[config.mk]
export PLATFORM = sky130hd
export DESIGN_NAME = tpu_mc
export DESIGN_NICKNAME = d
export VERILOG_FILES = /design/src/rtl/tpu_mc.sv
export SDC_FILE = /design/constraint.sdc
export NUM_CORES = 1
export LEC_CHECK = 0
export ABC_AREA = 0
export BUFFER_PORTS_ARGS = -buffer_cell sky130_fd_sc_hd__buf_4
export CAP_MARGIN = 40
export CORE_MARGIN = 2
export CORE_UTILIZATION = 44
export CTS_CLUSTER_DIAMETER = 150
export DETAILED_ROUTE_END_ITERATION = 8
export SETUP_SLACK_MARGIN = 0.2
export SLEW_MARGIN = 20
export SYNTH_ARGS = -nofsm -noshare
export SYNTH_HDL_FRONTEND = slang
export SYNTH_SLANG_ARGS = --single-unit
[constraint.sdc]
create_clock -name sys_clock -period 5.75 [get_ports sys_clock]
set_input_delay 1.15 -clock sys_clock [delete_from_list [all_inputs] [get_ports sys_clock]]
set_output_delay 1.15 -clock sys_clock [all_outputs]
set_load 0.01 [all_outputs]
[src/rtl/tpu_mc.sv]
// tpu_mc: multi-channel time processing unit. A shared prescaled period counter
// feeds N_CH channels, each with a compare flag and TX/RX modulation clock dividers.
module tpu_mc #(
  parameter int unsigned CNT_W = 16,
  parameter int unsigned N_CH  = 4
) (
  input  logic            sys_clock,
  input  logic            reset,
  input  logic            valid,
  input  logic [7:0]      addr,
  input  logic [7:0]      data_in,
  output logic [7:0]      data_out,
  output logic [N_CH-1:0] g_clk_tx,
  output logic [N_CH-1:0] g_clk_rx,
  output logic            tpu_int
);
  localparam int unsigned B         = CNT_W / 8;
  localparam logic [3:0]  N_CH4     = 4'(N_CH);
  localparam logic [7:0]  FLAG_MASK = 8'h80 | 8'((1 << N_CH) - 1);

  logic             en, oneshot;
  logic [1:0]       presc;
  logic [2:0]       presc_cnt, mask;
  logic [7:0]       status, inten, set_bits, w1c;
  logic [CNT_W-1:0] period, cnt, count_snap;
  logic [CNT_W-1:0] cmp     [N_CH];
  logic [7:0]       tx_slot [N_CH];
  logic [7:0]       rx_slot [N_CH];
  logic [7:0]       tx_div  [N_CH];
  logic [7:0]       rx_div  [N_CH];
  logic [N_CH-1:0]  ch_en, cmp_hit;
  logic             tick, wrap, wr_ctrl, srst_wr, ch_sel;
  logic [3:0]       ch_idx;

  assign mask     = 3'((4'd1 << presc) - 4'd1);
  assign tick     = en && ((presc_cnt & mask) == mask);
  assign wrap     = tick && (cnt == period);
  assign wr_ctrl  = valid && (addr == 8'h00);
  assign srst_wr  = wr_ctrl && data_in[1];
  assign ch_sel   = (addr[7:4] != 4'd0) && (addr[7:4] <= N_CH4);
  assign ch_idx   = addr[7:4] - 4'd1;
  assign set_bits = {wrap, 7'b0} | 8'(cmp_hit);
  assign w1c      = (valid && addr == 8'h01) ? (data_in & FLAG_MASK) : 8'h00;

  always_comb begin
    cmp_hit = '0;
    for (int unsigned c = 0; c < N_CH; c++)
      cmp_hit[c] = tick && ch_en[c] && (cnt == cmp[c]);
  end

  always_ff @(posedge sys_clock or negedge reset) begin
    if (!reset) begin
      en         <= 1'b0;
      oneshot    <= 1'b0;
      presc      <= '0;
      presc_cnt  <= '0;
      status     <= '0;
      inten      <= '0;
      period     <= '0;
      cnt        <= '0;
      count_snap <= '0;
      ch_en      <= '0;
      g_clk_tx   <= '0;
      g_clk_rx   <= '0;
      tpu_int    <= 1'b0;
      for (int unsigned c = 0; c < N_CH; c++) begin
        cmp[c]     <= '0;
        tx_slot[c] <= '0;
        rx_slot[c] <= '0;
        tx_div[c]  <= '0;
        rx_div[c]  <= '0;
      end
    end else begin
      if (wr_ctrl) begin
        en      <= data_in[0];
        presc   <= data_in[3:2];
        oneshot <= data_in[4];
      end else if (wrap && oneshot) begin
        en <= 1'b0;
      end
      if (wr_ctrl && data_in[5]) count_snap <= cnt;
      if (valid && addr == 8'h02) inten <= data_in & FLAG_MASK;
      for (int unsigned i = 0; i < B; i++)
        if (valid && addr == 8'(4 + i)) period[8*i +: 8] <= data_in;

      for (int unsigned c = 0; c < N_CH; c++) begin
        if (valid && ch_sel && ch_idx == 4'(c)) begin
          for (int unsigned i = 0; i < B; i++)
            if (addr[3:0] == 4'(i)) cmp[c][8*i +: 8] <= data_in;
          if (addr[3:0] == 4'h4) tx_slot[c] <= data_in;
          if (addr[3:0] == 4'h5) rx_slot[c] <= data_in;
          if (addr[3:0] == 4'h6) ch_en[c]   <= data_in[0];
        end
        if (srst_wr || !ch_en[c]) begin
          tx_div[c]   <= '0;
          rx_div[c]   <= '0;
          g_clk_tx[c] <= 1'b0;
          g_clk_rx[c] <= 1'b0;
        end else if (tick) begin
          if (tx_div[c] == tx_slot[c]) begin
            tx_div[c]   <= '0;
            g_clk_tx[c] <= ~g_clk_tx[c];
          end else begin
            tx_div[c] <= tx_div[c] + 8'd1;
          end
          if (rx_div[c] == rx_slot[c]) begin
            rx_div[c]   <= '0;
            g_clk_rx[c] <= ~g_clk_rx[c];
          end else begin
            rx_div[c] <= rx_div[c] + 8'd1;
          end
        end
      end

      // SRST overrides the CTRL EN write and any flag set on the same edge
      if (srst_wr) begin
        en        <= 1'b0;
        presc_cnt <= '0;
        cnt       <= '0;
        status    <= '0;
      end else begin
        presc_cnt <= en ? presc_cnt + 3'd1 : 3'd0;
        if (tick) cnt <= wrap ? '0 : cnt + 1'b1;
        status <= (status & ~w1c) | set_bits;
      end
      tpu_int <= |(status & inten);
    end
  end

  always_comb begin
    data_out = '0;
    case (addr)
      8'h00: data_out = {3'b000, oneshot, presc, 1'b0, en};
      8'h01: data_out = status;
      8'h02: data_out = inten;
      8'h04, 8'h05, 8'h06, 8'h07: data_out = 8'(32'(period) >> {addr[1:0], 3'b000});
      8'h08, 8'h09, 8'h0A, 8'h0B: data_out = 8'(32'(count_snap) >> {addr[1:0], 3'b000});
      default: begin
        for (int unsigned c = 0; c < N_CH; c++) begin
          if (ch_sel && ch_idx == 4'(c)) begin
            case (addr[3:0])
              4'h0, 4'h1, 4'h2, 4'h3: data_out = 8'(32'(cmp[c]) >> {addr[1:0], 3'b000});
              4'h4:    data_out = tx_slot[c];
              4'h5:    data_out = rx_slot[c];
              4'h6:    data_out = {7'b0, ch_en[c]};
              default: data_out = '0;
            endcase
          end
        end
      end
    endcase
  end
endmodule

## Yosys cells after proc, flatten, opt, wreduce, memory -nomap -nowiden

Cells that the tools add are included.

- Input port bits: 19
- Output and inout bits: 17
- Register bits after elaboration: 273
- Logic and storage cells: 267

- Reduce and logical (&&, ||, !) cells: 86
- Bitwise gates (word level): 14
- Shift-type cells: 7
- Multiplexer cells: 67
- Add/subtract/negate cells: 12
- Order comparisons: 1
- Equal/unequal tests: 33

Operator list:

| kind | number |
|---|---|
| $mux 8 | 30 |
| $pmux 8 s4 | 4 |
| $shr 16x5->8 | 6 |
| $eq 16x16->1 | 5 |
| $add 8x1->8 const B | 8 |
| $eq 8x8->1 | 8 |
| $reduce_and 2->1 | 28 |
| $mux 16 | 3 |
| $pmux 8 s5 | 1 |
| $eq 8x3->1 const B | 4 |
| $eq 8x4->1 const B | 4 |
| $logic_and 1x1->1 | 28 |
| $mux 1 | 27 |
| $reduce_bool 2->1 | 13 |
| $add 16x1->16 const B | 1 |
| $and 8x8->8 | 2 |
| $eq 4x2->1 const B | 4 |
| $eq 4x3->1 const B | 3 |
| $reduce_or 4->1 | 3 |
| $eq 4x1->1 const B | 2 |
| $eq 8x1->1 const B | 1 |
| $eq 8x2->1 const B | 1 |
| $logic_not 4->1 | 2 |
| $logic_not 8->1 | 1 |
| other kinds (17) | 31 |

## Logic depth before layout (Yosys ltp)

Gate-level depths: netlist of the first run.

- Depth in word-level cells: 10
- Depth in mapped cells: 9
- Mapped depth without buffers: 6

## Worst setup path before layout of the first run

OpenSTA, ideal clock, no wires.

- Kind: input -> output
- Start point: in addr[2]
- End point: out data_out[5]
- Stages: 6
- Required time: 4.600 ns
- Path buffers: 2
- Setup slack: 1.698 ns
- Arrival: 2.902 ns
- Cell sequence: buf_2 -> and2_1 -> clkbuf_1 -> a211oi_1 -> o21ai_0 -> o41ai_1

- Cells in the longest elaborated chain, start to end: 8
- Elaborated cells on any way between the ends: 30
- Those cells by class: 16 x eq/ne; 9 x mux; 5 x reduce/logical

Ends and longest elaborated chain:

| element | RTL line | RTL |
|---|---|---|
| start, declared | 10 | `input logic [7:0] addr,` |
| $eq 4x1->1, or another cell as far along | 141 | `case (addr[3:0])` |
| $reduce_or 4->1 | 141 |  |
| $pmux 8 s4 | 141 |  |
| $mux 8 (4 in a row) | 140 | `if (ch_sel && ch_idx == 4'(c)) begin` |
| $pmux 8 s5 (*) | 132 | `case (addr)` |
| end, declared | 12 | `output logic [7:0] data_out,` |

Mark *: on every way between the ends. The rest lies on a longest branch, timed or not.

## Worst setup path after layout of the first run

- Start point: in addr[0]
- End point: out data_out[5]

- Cells in the longest elaborated chain, start to end: 8
- Elaborated cells on any way between the ends: 36
- Those cells by class: 16 x eq/ne; 6 x shift; 9 x mux; 5 x reduce/logical

Ends and longest elaborated chain:

| element | RTL line |
|---|---|
| parallel branches: the longest is 7 deep, another holds $shr 16x5->8 | -- |
| $pmux 8 s5 (*) | 132 |

Every way passes the cells marked *.

==> impl_results.md, run 1 <==
* Unique masters post-synth at 62
* Simple-gate portion of the synthesized area at 14.8%
* Synth Area in Compound Gates at 8.34%
* Post-CTS setup buffer count at 0
* DP HPWL at 31.0 mm
* CP max stage cell: o41ai_1
* Post-CTS sizing at 0
* Synthesis-to-finish area growth at 11.6%
* Post-CTS Hold Fix Bufs at 0
* Root buffer cell: clkbuf_16
* Commonest non-fill, non-tap cell in the layout: dfrtp_1
* GR Util met1 at 38.3%
* Synth Instances at 1,394
* H-tree depth at 1
* Setup Skew at 0.0177 ns
* GRT Total Usage at 26.9%
* CP dominant cell by count: buf_4
* Average wire per standard cell at 24.2 um
* Final hold violations at 0
* Drt pass-1 iters at 5
* Sequential area share after synthesis at 46.4%
* GPL Wtd Cong at 0.966
* CP required at 4.60 ns
* Die Y at 186 um
* Placed Cells incl. Taps at 1,816
* Crit Path Class: in2out
* Die width at 186 um
* Routed wire length at 45.3 mm
* Unrepaired setup endpoints after global routing: no
* Met2 usage at 42.0%
* Cell depth of the worst flop-to-flop path at 7
* CP startpoint kind: input pin
* Most utilized layer in the global route result: met2
* Max-slew violation count at 0
* Syn Area/Cell at 10.4 um^2
* Critical Path End Type: primary output
* R2R Path End: cnt[8]$_DFFE_PN0P_
* Seq cells post-synth at 270
* Netlist Area Pre-Place at 14,600 um^2
* Vias at 11,000
* Final total power at 4.51 mW
* CP Cell Sequence: buf_4 > and2_1 > a211oi_1 > o21ai_0 > o41ai_1 > buf_4
* DRT iter0 DRCs at 869
* Synth Flop Type: dfrtp_1
* Flop-to-flop setup slack at 3.27 ns
* Lkg Pwr at 7.31 nW
* XOR/XNOR Fraction of Synth Area at 12.0%
* Setup TNS at 0 ns
* Final global-route overflow total at 0
* Post-synth EDFFs at 0
* Hold-critical path depth at 2
* Most frequent cells in the layout: dfrtp_1, mux2_2, nand2_1
* Ys async rst share at 100%
* Crit share post-route at 85.9%
* Clk pin slew, worst setup/hold paths at 0.06 ns
* CTS Buffer Depth at 3
* Diodes inserted at 0
* Area share of fa/ha/maj cells after synthesis at 0.859%
* Place WS at 0.902 ns
* Antenna violations before repair at 3
* Critical Path Stages at 6
* Via density at 5.86
* Min cycle time layout at 4.94 ns
* Die area at 34,600 um^2
* Clock latency on the worst-skew pair at 0.57 ns
* Status: completed
* Mux contribution to synthesized area at 15.3%
* Ys Warns at 0
* Worst-path maximum fanout at 14
* Number of sinks on the clock net at 270
* Number of buffers created by CTS at 30
* Final antenna-violating net count at 0
* Min-Delay Endpoint: count_snap[5]$_DFFE_PN0P_
* Buffers and inverters on the worst path at 2
* Hold slack final at 0.488 ns
* Syn Nets at 1,423
* Maximum number of pins on one net before global-route repair at 118
* Hold Path Class: reg2reg
* Fillcell total at 3,071
* Global-route wire length before repair at 69.0 mm
* Fin worst setup slack at 0.813 ns
* Worst Path Arrival at 3.79 ns
* Max Cap Viol at 0
* Port bufs at 35
* Starting density of the core at 44.8%
* Vias in the first global route at 10,900
* Largest family of logic cells by synthesized area: multiplexers
* Slew margin rel. at 42.4%
* FMAX at 203 MHz
* Hold Crit Start: count_snap[5]$_DFFE_PN0P_
* CTS tree: done
* Met3 global-route usage at 4.56%
* Core footprint at 32,500 um^2
* Layout Nets at 1,436
* Worst path top cell family by delay: compound AO/OA/AOI/OAI gates
* I/O pin cnt at 36
* Maximum single-stage delay on the critical path at 0.80 ns
* # rows at 66
* DRC viols at 0
* Endpoints failing setup at 0
* Layout Cells excl Fill at 1,870
* Worst VDD drop at 224 uV
* Share of cells above drive strength 1 at 19.6%
* Critical R2R Launch: cnt[2]$_DFFE_PN0P_
* Worst-margin pin slew at 0.863 ns
* PwrDens at 277 nW/um^2
==> final cells by class <==
type                       count  area [um^2]  area share, %
multi-input combinational   1042         7490           46.1
timing repair buffer          58          460           2.83
clock buffer                  43          840           5.16
inverter                       5         18.8          0.115
sequential                   270         6760           41.6
tap                          442          553           3.40
clock inverter                10          141          0.870
==> routing by layer <==
| layer | vias to the layer above | part of all wire, % |
|---|---|---|
| met3 | 85 | 6.1 |
| li1 | 4961 | - |
| met4 | 2 | 3.2 |
| met1 | 5547 | 46 |
| met2 | 361 | 45 |
| met5 | - | 0.027 |
==> through the flow <==
stage                     util (%)  area [um^2]
after detailed placement      46.9        15300
after global placement        46.9        15300
after CTS                     50.0        16300
after floorplan                  -        14600
final                         50.0        16300
after global routing          50.0        16300
==> worst max-delay path by stage <==
stage / startpoint / slack, ns / end
6_report: addr[0] / 0.81 / data_out[5]
5_1_grt: addr[0] / 0.75 / data_out[5]
4_1_cts: addr[0] / 0.89 / data_out[5]
3_5_place_dp: addr[0] / 0.90 / data_out[5]
3_3_place_gp: addr[0] / 0.94 / data_out[5]
2_1_floorplan: addr[2] / 1.70 / data_out[5]
==> worst reg2reg max path: cells and delay by family, from the launching register on <==
kind	cells	cell delay, ns
XOR/XNOR	1	0.20
buffers and inverters	1	0.20
flip-flops	1	0.89
AND/OR/NAND/NOR	5	1.06
==> cell usage after synthesis (7+ instances only) <==
cell,instances,area share (%)
dfrtp_1,270,46
mux2_2,153,12
nand2_1,137,3.5
xnor2_1,113,6.8
nor2_1,93,2.4
xor2_1,86,5.2
a21oi_1,62,2.1
o21ai_0,58,2.0
clkbuf_1,55,1.4
nand4_1,52,2.2
mux2i_1,46,3.2
nor3_1,30,1.0
nand3_1,29,1.0
nor4_1,18,0.77
a22oi_1,17,0.88
nand3b_1,16,0.82
and3_1,13,0.56
o22ai_1,11,0.47
buf_1,10,0.26
buf_2,10,0.34
ha_1,10,0.86
nor2b_1,9,0.39
nand2b_1,8,0.34
a221oi_1,7,0.42
==> logic make-up (layout without fill, tap and decap cells) <==
logic type | count (synthesis) | after routing
DFF | 270 | 270
AOI/OAI and AO/OA | 195 | 195
muxes | 201 | 201
buffers and inverters | 82 | 116
and+or+nand+nor | 437 | 437
adders and majority gates | 10 | 10
xor gates and xnor gates | 199 | 199
==> power by group <==
part / total, mW / switching [mW] / internal, mW
clock network: 1.94 / 0.793 / 1.14
registers: 2.13 / 0.161 / 1.97
logic: 0.445 / 0.259 / 0.186
==> state kept, by name (all words and copies together), names as in the netlist, 3 cells and up <==
register	cells
cmp	64
rx_div	32
rx_slot	32
tx_div	32
tx_slot	32
cnt	16
count_snap	16
period	16
inten	5
status	5
ch_en	4
g_clk_rx	4
g_clk_tx	4
presc_cnt	3
Power figures use the tool's default switching activity.
==> run 2, diff against run 1 <==
--- a/config.mk
+++ b/config.mk
@@ -5,13 +5,14 @@
 export SDC_FILE = /design/constraint.sdc
 export NUM_CORES = 1
 export LEC_CHECK = 0
-export ABC_AREA = 0
+export ABC_AREA = 1
 export BUFFER_PORTS_ARGS = -buffer_cell sky130_fd_sc_hd__buf_4
 export CAP_MARGIN = 40
 export CORE_MARGIN = 2
 export CORE_UTILIZATION = 44
 export CTS_CLUSTER_DIAMETER = 150
 export DETAILED_ROUTE_END_ITERATION = 8
+export PLACE_DENSITY = 0.57
 export SETUP_SLACK_MARGIN = 0.2
 export SLEW_MARGIN = 20
 export SYNTH_ARGS = -nofsm -noshare
==> run 2 against run 1 <==
Effect of this change: global-route usage rose by 3.5 points; cell area is 10% higher; sequential share of layout area decreased by 3.8 points; count of clock-buffer cells in the layout rose by 4; core utilization is 0.72 points lower; non-clock buffer count down 6.
==> impl_results.md, run 2 <==
* Final total power at 5.31 mW (was 4.51 mW)
* FMAX at 208 MHz (was 203 MHz)
* Commonest non-fill, non-tap cell in the layout: nand2_1 (was dfrtp_1)
* Crit Path Class: in2out (unchanged)
* GPL Wtd Cong at 0.976 (was 0.966)
* Syn Area/Cell at 7.14 um^2 (was 10.4 um^2)
* CP startpoint kind: input pin (unchanged)
* Final hold violations at 0 (unchanged)
* Port bufs at 35 (unchanged)
* Top-count cell post-synth: nand2_1 (was dfrtp_1)
* Core footprint at 36,300 um^2 (was 32,500 um^2)
* Area leader, netlist: dfrtp_1 (unchanged)
* Syn Nets at 2,290 (was 1,423)
* Worst VDD drop at 234 uV (was 224 uV)
* Placed Cells incl. Taps at 2,680 (was 1,816)
* Number of sinks on the clock net at 270 (unchanged)
* DRC viols at 0 (unchanged)
* Unique masters post-synth at 35 (was 62)
* Vias at 14,900 (was 11,000)
* Fillcell total at 3,626 (was 3,071)
* PwrDens at 297 nW/um^2 (was 277 nW/um^2)
* Endpoints failing setup at 0 (unchanged)
* Crit share post-route at 83.6% (was 85.9%)
* Min cycle time layout at 4.81 ns (was 4.94 ns)
* Starting density of the core at 44.4% (was 44.8%)
* Layout Cells excl Fill at 2,742 (was 1,870)
* CP required at 4.60 ns (about the same)
* Netlist Area Pre-Place at 16,100 um^2 (was 14,600 um^2)
* Maximum number of pins on one net before global-route repair at 90 (was 118)
* Combinational share of power at 14.2% (was 9.9%)
* Ys Warns at 0 (unchanged)
* Die Y at 196 um (was 186 um)
* Internal power at 3.77 mW (was 3.30 mW)
* Max-slew violation count at 0 (unchanged)
* Most flops, register: cmp (unchanged)
* Die width at 196 um (was 186 um)
* Worst Path Arrival at 3.66 ns (was 3.79 ns)
* Post-synth EDFFs at 0 (unchanged)
* Synth Flop Type: dfrtp_1 (unchanged)
* Global-route wire length before repair at 87.5 mm (was 69.0 mm)
* Vias in the first global route at 14,700 (was 10,900)
* Hold Path Class: reg2reg (unchanged)
* Setup TNS at 0 ns (unchanged)
* # rows at 70 (was 66)
* Top post-synthesis cells by count: nand2_1, dfrtp_1, nor2_1 (was dfrtp_1, mux2_2, nand2_1)
* Seq cells post-synth at 270 (unchanged)
* Drt pass-1 iters at 5 (unchanged)
* Number of buffers created by CTS at 35 (was 30)
* Synthesis-to-finish area growth at 10.9% (was 11.6%)
* Psw at 1.55 mW (was 1.21 mW)
* Die area at 38,200 um^2 (was 34,600 um^2)
* Reg power frac at 42.5% (was 47.2%)
* Critical Path End Type: primary output (unchanged)
* Post-CTS Hold Fix Bufs at 0 (unchanged)
* Slew margin rel. at 42.8% (was 42.4%)
* Clk pin slew, worst setup/hold paths at 0.05 ns (was 0.06 ns)
* Yosys top cell area share at 41.8% (was 46.4%)
* Ys async rst share at 100% (unchanged)
* Post-CTS sizing at 0 (unchanged)
* Max reg flops at 64 (unchanged)
* GRT Total Usage at 30.3% (was 26.9%)
* DRT iter0 DRCs at 1,435 (was 869)
* Antenna violations before repair at 1 (was 3)
* Status: completed (unchanged)
* Lkg Pwr at 8.85 nW (was 7.31 nW)
* Final antenna-violating net count at 0 (unchanged)
* Post-CTS setup buffer count at 0 (unchanged)
* CTS tree: done (unchanged)
* Switching share of total power at 29.1% (was 26.9%)
* H-tree depth at 2 (was 1)
* Setup Skew at 0.0132 ns (was 0.0177 ns)
* Worst-path maximum fanout at 22 (was 14)
* Share of cells above drive strength 1 at 6.51% (was 19.6%)
* Unrepaired setup endpoints after global routing: no (unchanged)
* Worst-margin pin slew at 0.857 ns (was 0.863 ns)
* Via density at 5.44 (was 5.86)
* Largest cells by area after synthesis: dfrtp_1, nand2_1, o21ai_0 (was dfrtp_1, mux2_2, xnor2_1)
* CTS Buffer Depth at 3 (unchanged)
* Clock power share at 43.3% (was 42.9%)
* Synth Instances at 2,261 (was 1,394)
* Diodes inserted at 0 (unchanged)
* Average wire per standard cell at 20.5 um (was 24.2 um)
* Max Cap Viol at 0 (unchanged)
* DP HPWL at 40.7 mm (was 31.0 mm)
* Final global-route overflow total at 0 (unchanged)
* Root buffer cell: clkbuf_16 (unchanged)
* Clock latency on the worst-skew pair at 0.54 ns (was 0.57 ns)
* Most frequent cells in the layout: nand2_1, dfrtp_1, nor2_1 (was dfrtp_1, mux2_2, nand2_1)
* Routed wire length at 56.2 mm (was 45.3 mm)
* I/O pin cnt at 36 (unchanged)
* Layout Nets at 2,280 (was 1,436)
* Sequential area share after synthesis at 41.8% (was 46.4%)
## run 2: changes by cell type in the layout (fill, tap and decap cells not counted), moves of 18 or more
| cell | change |
|---|---|
| nand2_1 | +602 |
| inv_1 | +193 |
| mux2_2 | -153 |
| nand3_1 | +150 |
| nor2_1 | +143 |
| o21ai_0 | +132 |
| xnor2_1 | -66 |
| o21a_1 | +52 |
| mux2i_1 | -46 |
| nor2_4 | +18 |
| nor4_1 | -18 |
| xor2_1 | -18 |
## run 2: per-stage QoR
step / hold slack [ns] / instance area, um^2 / setup WS, ns / util, %
detailed placement: 0.474 / 16700 / 1.05 / 45.9
CTS: 0.488 / 17900 / 1.03 / 49.2
floorplan: 0.448 / 16100 / 2.24 / -
global route: 0.508 / 17900 / 0.771 / 49.2
global placement: 0.467 / 16600 / 1.09 / 45.8
finish: 0.483 / 17900 / 0.941 / 49.2
## run 2: cell families after synthesis
group           count (synthesis)  synth area share [%]
buf+inv                       306                  7.68
fa+ha+maj                      10                 0.775
xor+xnor                      115                  6.24
compound gates                309                  10.5
simple gates                 1251                  32.9
flops                         270                  41.8
## run 2: worst paths after layout
kind,start,endpoint,slack (ns),cells after the start
worst max-delay path,addr[0],data_out[4],0.94,10
worst min-delay path,count_snap[7]$_DFFE_PN0P_,count_snap[7]$_DFFE_PN0P_,0.48,2
worst max register to register,presc[1]$_DFFE_PN0N_,tx_div[10]$_DFFE_PN0P_,3.03,9
worst min register to register,count_snap[7]$_DFFE_PN0P_,count_snap[7]$_DFFE_PN0P_,0.48,2
max in group asynchronous,reset,rx_slot[10]$_DFFE_PN0P_,3.94,2
min in group asynchronous,reset,count_snap[0]$_DFFE_PN0P_,0.59,1
## run 2: layer usage
layer	up-vias	global-route usage [%]	share of wire, %
li1	7171	-	-
met1	7073	41.2	43
met5	-	0	0.021
met2	545	47.8	45
met3	120	5.77	8.4
met4	2	12.3	3.7
## run 2: layout make-up
type	count	area, um^2	share of cell area, %
Clock inverter	13	193	1.08
Clock buffer	47	993	5.55
Timing Repair Buffer	52	442	2.47
Multi-Input combinational cell	1685	8150	45.5
Tap cell	468	586	3.27
Sequential cell	270	6760	37.7
Inverter	207	777	4.34
## run 2: power by group through the flow
stage | Sequential (mW) | Clock (mW) | Combinational (mW)
2_1_floorplan | 2.22 | 0 | 0.510
3_3_place_gp | 2.29 | 0 | 0.738
3_5_place_dp | 2.29 | 0 | 0.755
4_1_cts | 2.26 | 2.34 | 0.758
5_1_grt | 2.28 | 2.41 | 0.867
6_report | 2.26 | 2.30 | 0.756
## run 2: worst max-delay path, cell delays in order
cell and delay (ns):
buf_4 0.25, inv_1 0.18, nor2_2 0.57, nand2_1 0.49
o21ai_0 0.30, nor2_1 0.07, nor2_1 0.19, nand3_1 0.16
nand2_1 0.15, buf_4 0.14
==> run 3, diff against run 2 <==
--- a/config.mk
+++ b/config.mk
@@ -12,7 +12,7 @@
 export CORE_UTILIZATION = 44
 export CTS_CLUSTER_DIAMETER = 150
 export DETAILED_ROUTE_END_ITERATION = 8
-export PLACE_DENSITY = 0.57
+export PLACE_DENSITY = 0.6
 export SETUP_SLACK_MARGIN = 0.2
 export SLEW_MARGIN = 20
 export SYNTH_ARGS = -nofsm -noshare
==> constraint.sdc (replaced) <==
create_clock -name sys_clock -period 4.1 [get_ports sys_clock]
set_input_delay 0.82 -clock sys_clock [delete_from_list [all_inputs] [get_ports sys_clock]]
set_output_delay 0.82 -clock sys_clock [all_outputs]
set_load 0.01 [all_outputs]
==> run 3 against run 2 <==
Effect of this change: cell area rose by 0.41%; routed wire length shrank 0.77%; die area did not move; critical path type unchanged; non-clock buffer count increased by 13; via count is 0.23% higher; register-to-register slack worse by 1.6 ns; highest routed layer is now met4.
==> impl_results.md, run 3 (synthesis results as in run 2) <==
* Status: completed (unchanged)
* Diodes inserted at 0 (unchanged)
* PwrDens at 410 nW/um^2 (was 297 nW/um^2)
* Worst path top cell family by delay: simple AND/OR/NAND/NOR gates (unchanged)
* Layout Nets at 2,293 (was 2,280)
* Share of cells above drive strength 1 at 7.08% (was 6.51%)
* GRT Total Usage at 29.5% (was 30.3%)
* CP startpoint kind: input pin (unchanged)
* Most flops, register: cmp (unchanged)
* Worst-margin pin slew at 0.873 ns (was 0.857 ns)
* Layout Cells excl Fill at 2,756 (was 2,742)
* Crit Path Class: in2out (unchanged)
* Post-CTS sizing at 0 (unchanged)
* Clock latency on the worst-skew pair at 0.53 ns (was 0.54 ns)
* CTS tree: done (unchanged)
* FMAX at 270 MHz
* Max reg flops at 64 (unchanged)
* Maximum number of pins on one net before global-route repair at 89 (was 90)
* Final hold violations at 0 (unchanged)
* CP required at 3.28 ns (was 4.60 ns)
* Final total power at 7.36 mW (was 5.31 mW)
* Die area at 38,200 um^2 (unchanged)
* Endpoints failing setup at 0 (unchanged)
* Hold Path Class: in2async (was reg2reg)
* Via density at 5.42 (was 5.44)
* Clk pin slew, worst setup/hold paths at 0.06 ns (was 0.05 ns)
* Most frequent cells in the layout: nand2_1, dfrtp_1, nor2_1 (unchanged)
* Worst-path maximum fanout at 10 (was 22)
* Setup TNS at 0 ns (unchanged)
* Drt pass-1 iters at 6 (was 5)
* Final global-route overflow total at 0 (unchanged)
* Crit share post-route at 90.4%
* Synthesis-to-finish area growth at 11.3% (was 10.9%)
* Die width at 196 um (unchanged)
* Buffers and inverters on the worst path at 2 (was 3)
* Post-CTS Hold Fix Bufs at 0 (unchanged)
* Max-slew violation count at 0 (unchanged)
* Number of buffers created by CTS at 35 (unchanged)
* DP HPWL at 40.3 mm (was 40.7 mm)
* H-tree depth at 2 (unchanged)
* Number of sinks on the clock net at 270 (unchanged)
* Antenna violations before repair at 0 (was 1)
* Maximum single-stage delay on the critical path at 0.61 ns (was 0.57 ns)
* Commonest non-fill, non-tap cell in the layout: nand2_1 (unchanged)
* Critical Path End Type: primary output (unchanged)
* Routed wire length at 55.8 mm (was 56.2 mm)
* Worst Path Arrival at 2.89 ns (was 3.66 ns)
* Slew margin rel. at 41.7% (was 42.8%)
* Starting density of the core at 44.4% (unchanged)
* Max Cap Viol at 0 (unchanged)
* I/O pin cnt at 36 (unchanged)
* Die Y at 196 um (unchanged)
* Hold slack final at 0.296 ns (was 0.483 ns)
* Post-CTS setup buffer count at 0 (unchanged)
* Core footprint at 36,300 um^2 (unchanged)
* CTS Buffer Depth at 3 (unchanged)
* Placed Cells incl. Taps at 2,695 (was 2,680)
* Vias at 14,900 (about the same)
* Global-route wire length before repair at 85.0 mm (was 87.5 mm)
* # rows at 70 (unchanged)
* DRC viols at 0 (unchanged)
* GPL Wtd Cong at 0.964 (was 0.976)
* CP max stage cell: nor2_1 (was nor2_2)
* Average wire per standard cell at 20.3 um (was 20.5 um)
* Vias in the first global route at 14,100 (was 14,700)
* Setup Skew at 0.0166 ns (was 0.0132 ns)
* Lkg Pwr at 8.90 nW (was 8.85 nW)
* Root buffer cell: clkbuf_16 (unchanged)
* Min cycle time layout at 3.71 ns
* Port bufs at 35 (unchanged)
* Final antenna-violating net count at 0 (unchanged)
* DRT iter0 DRCs at 1,440 (was 1,435)
* Worst VDD drop at 266 uV (was 234 uV)
* CP Cell Sequence: buf_4 > nor2_1 > nand2_4 > nor2_1 > nand2_1 > nand3_1 > o21ai_0 > a21oi_1 > nand2_1 > buf_4 (was buf_4 > inv_1 > nor2_2 > nand2_1 > o21ai_0 > nor2_1 > nor2_1 > nand3_1 > nand2_1 > buf_4)
* Unrepaired setup endpoints after global routing: no (unchanged)
## run 3: cell count changes in the layout (fill, tap and decap cells not counted), sizes merged
cell,delta
clkinvlp,+1
clkbuf,+2
bufinv,-2
buf,+13
## run 3: per-layer routing
metal	GRT usage, %	up-vias	wire length, um	share of wire [%]
met5	0	-	0	0
met4	9.56	0	1770	3.2
met3	4.27	102	4330	7.7
met2	45.1	565	24300	44
met1	42.9	7087	25400	46
li1	-	7191	-	-
## run 3: layout make-up
type	instances	area, um^2
clock buffer	49	1020
clock inverter	12	140
fill	3626	18400
inverter	207	777
multi-input combinational	1685	8150
sequential	270	6760
tap	468	586
timing repair buffer	65	541
## run 3: per-stage QoR
stage / worst slack (ns) / area (um^2) / util (%)
2_1_floorplan: 1.25 / 16100 / -
3_3_place_gp: 0.472 / 16800 / 46.2
3_5_place_dp: 0.471 / 16800 / 46.3
4_1_cts: 0.461 / 18000 / 49.4
5_1_grt: 0.284 / 18000 / 49.4
6_report: 0.392 / 18000 / 49.4
## run 3: power by group
group	leakage [nW]	switching [mW]	internal, mW
combinational	4.93	0.676	0.388
sequential	3.40	0.277	2.89
clock	0.570	1.21	1.92
total	8.90	2.16	5.20
## run 3: final timing paths
kind	start	slack (ns)	end	depth (start not counted)
min reg2reg	count_snap[7]$_DFFE_PN0P_	0.49	count_snap[7]$_DFFE_PN0P_	2
min	reset	0.30	cmp[19]$_DFFE_PN0P_	1
max in group asynchronous	reset	2.82	g_clk_tx[1]$_DFFE_PN0P_	2
max reg2reg	cnt[9]$_DFFE_PN0P_	1.40	cnt[12]$_DFFE_PN0P_	9
min in group sys_clock	count_snap[7]$_DFFE_PN0P_	0.49	count_snap[7]$_DFFE_PN0P_	2
max	addr[6]	0.39	data_out[3]	10
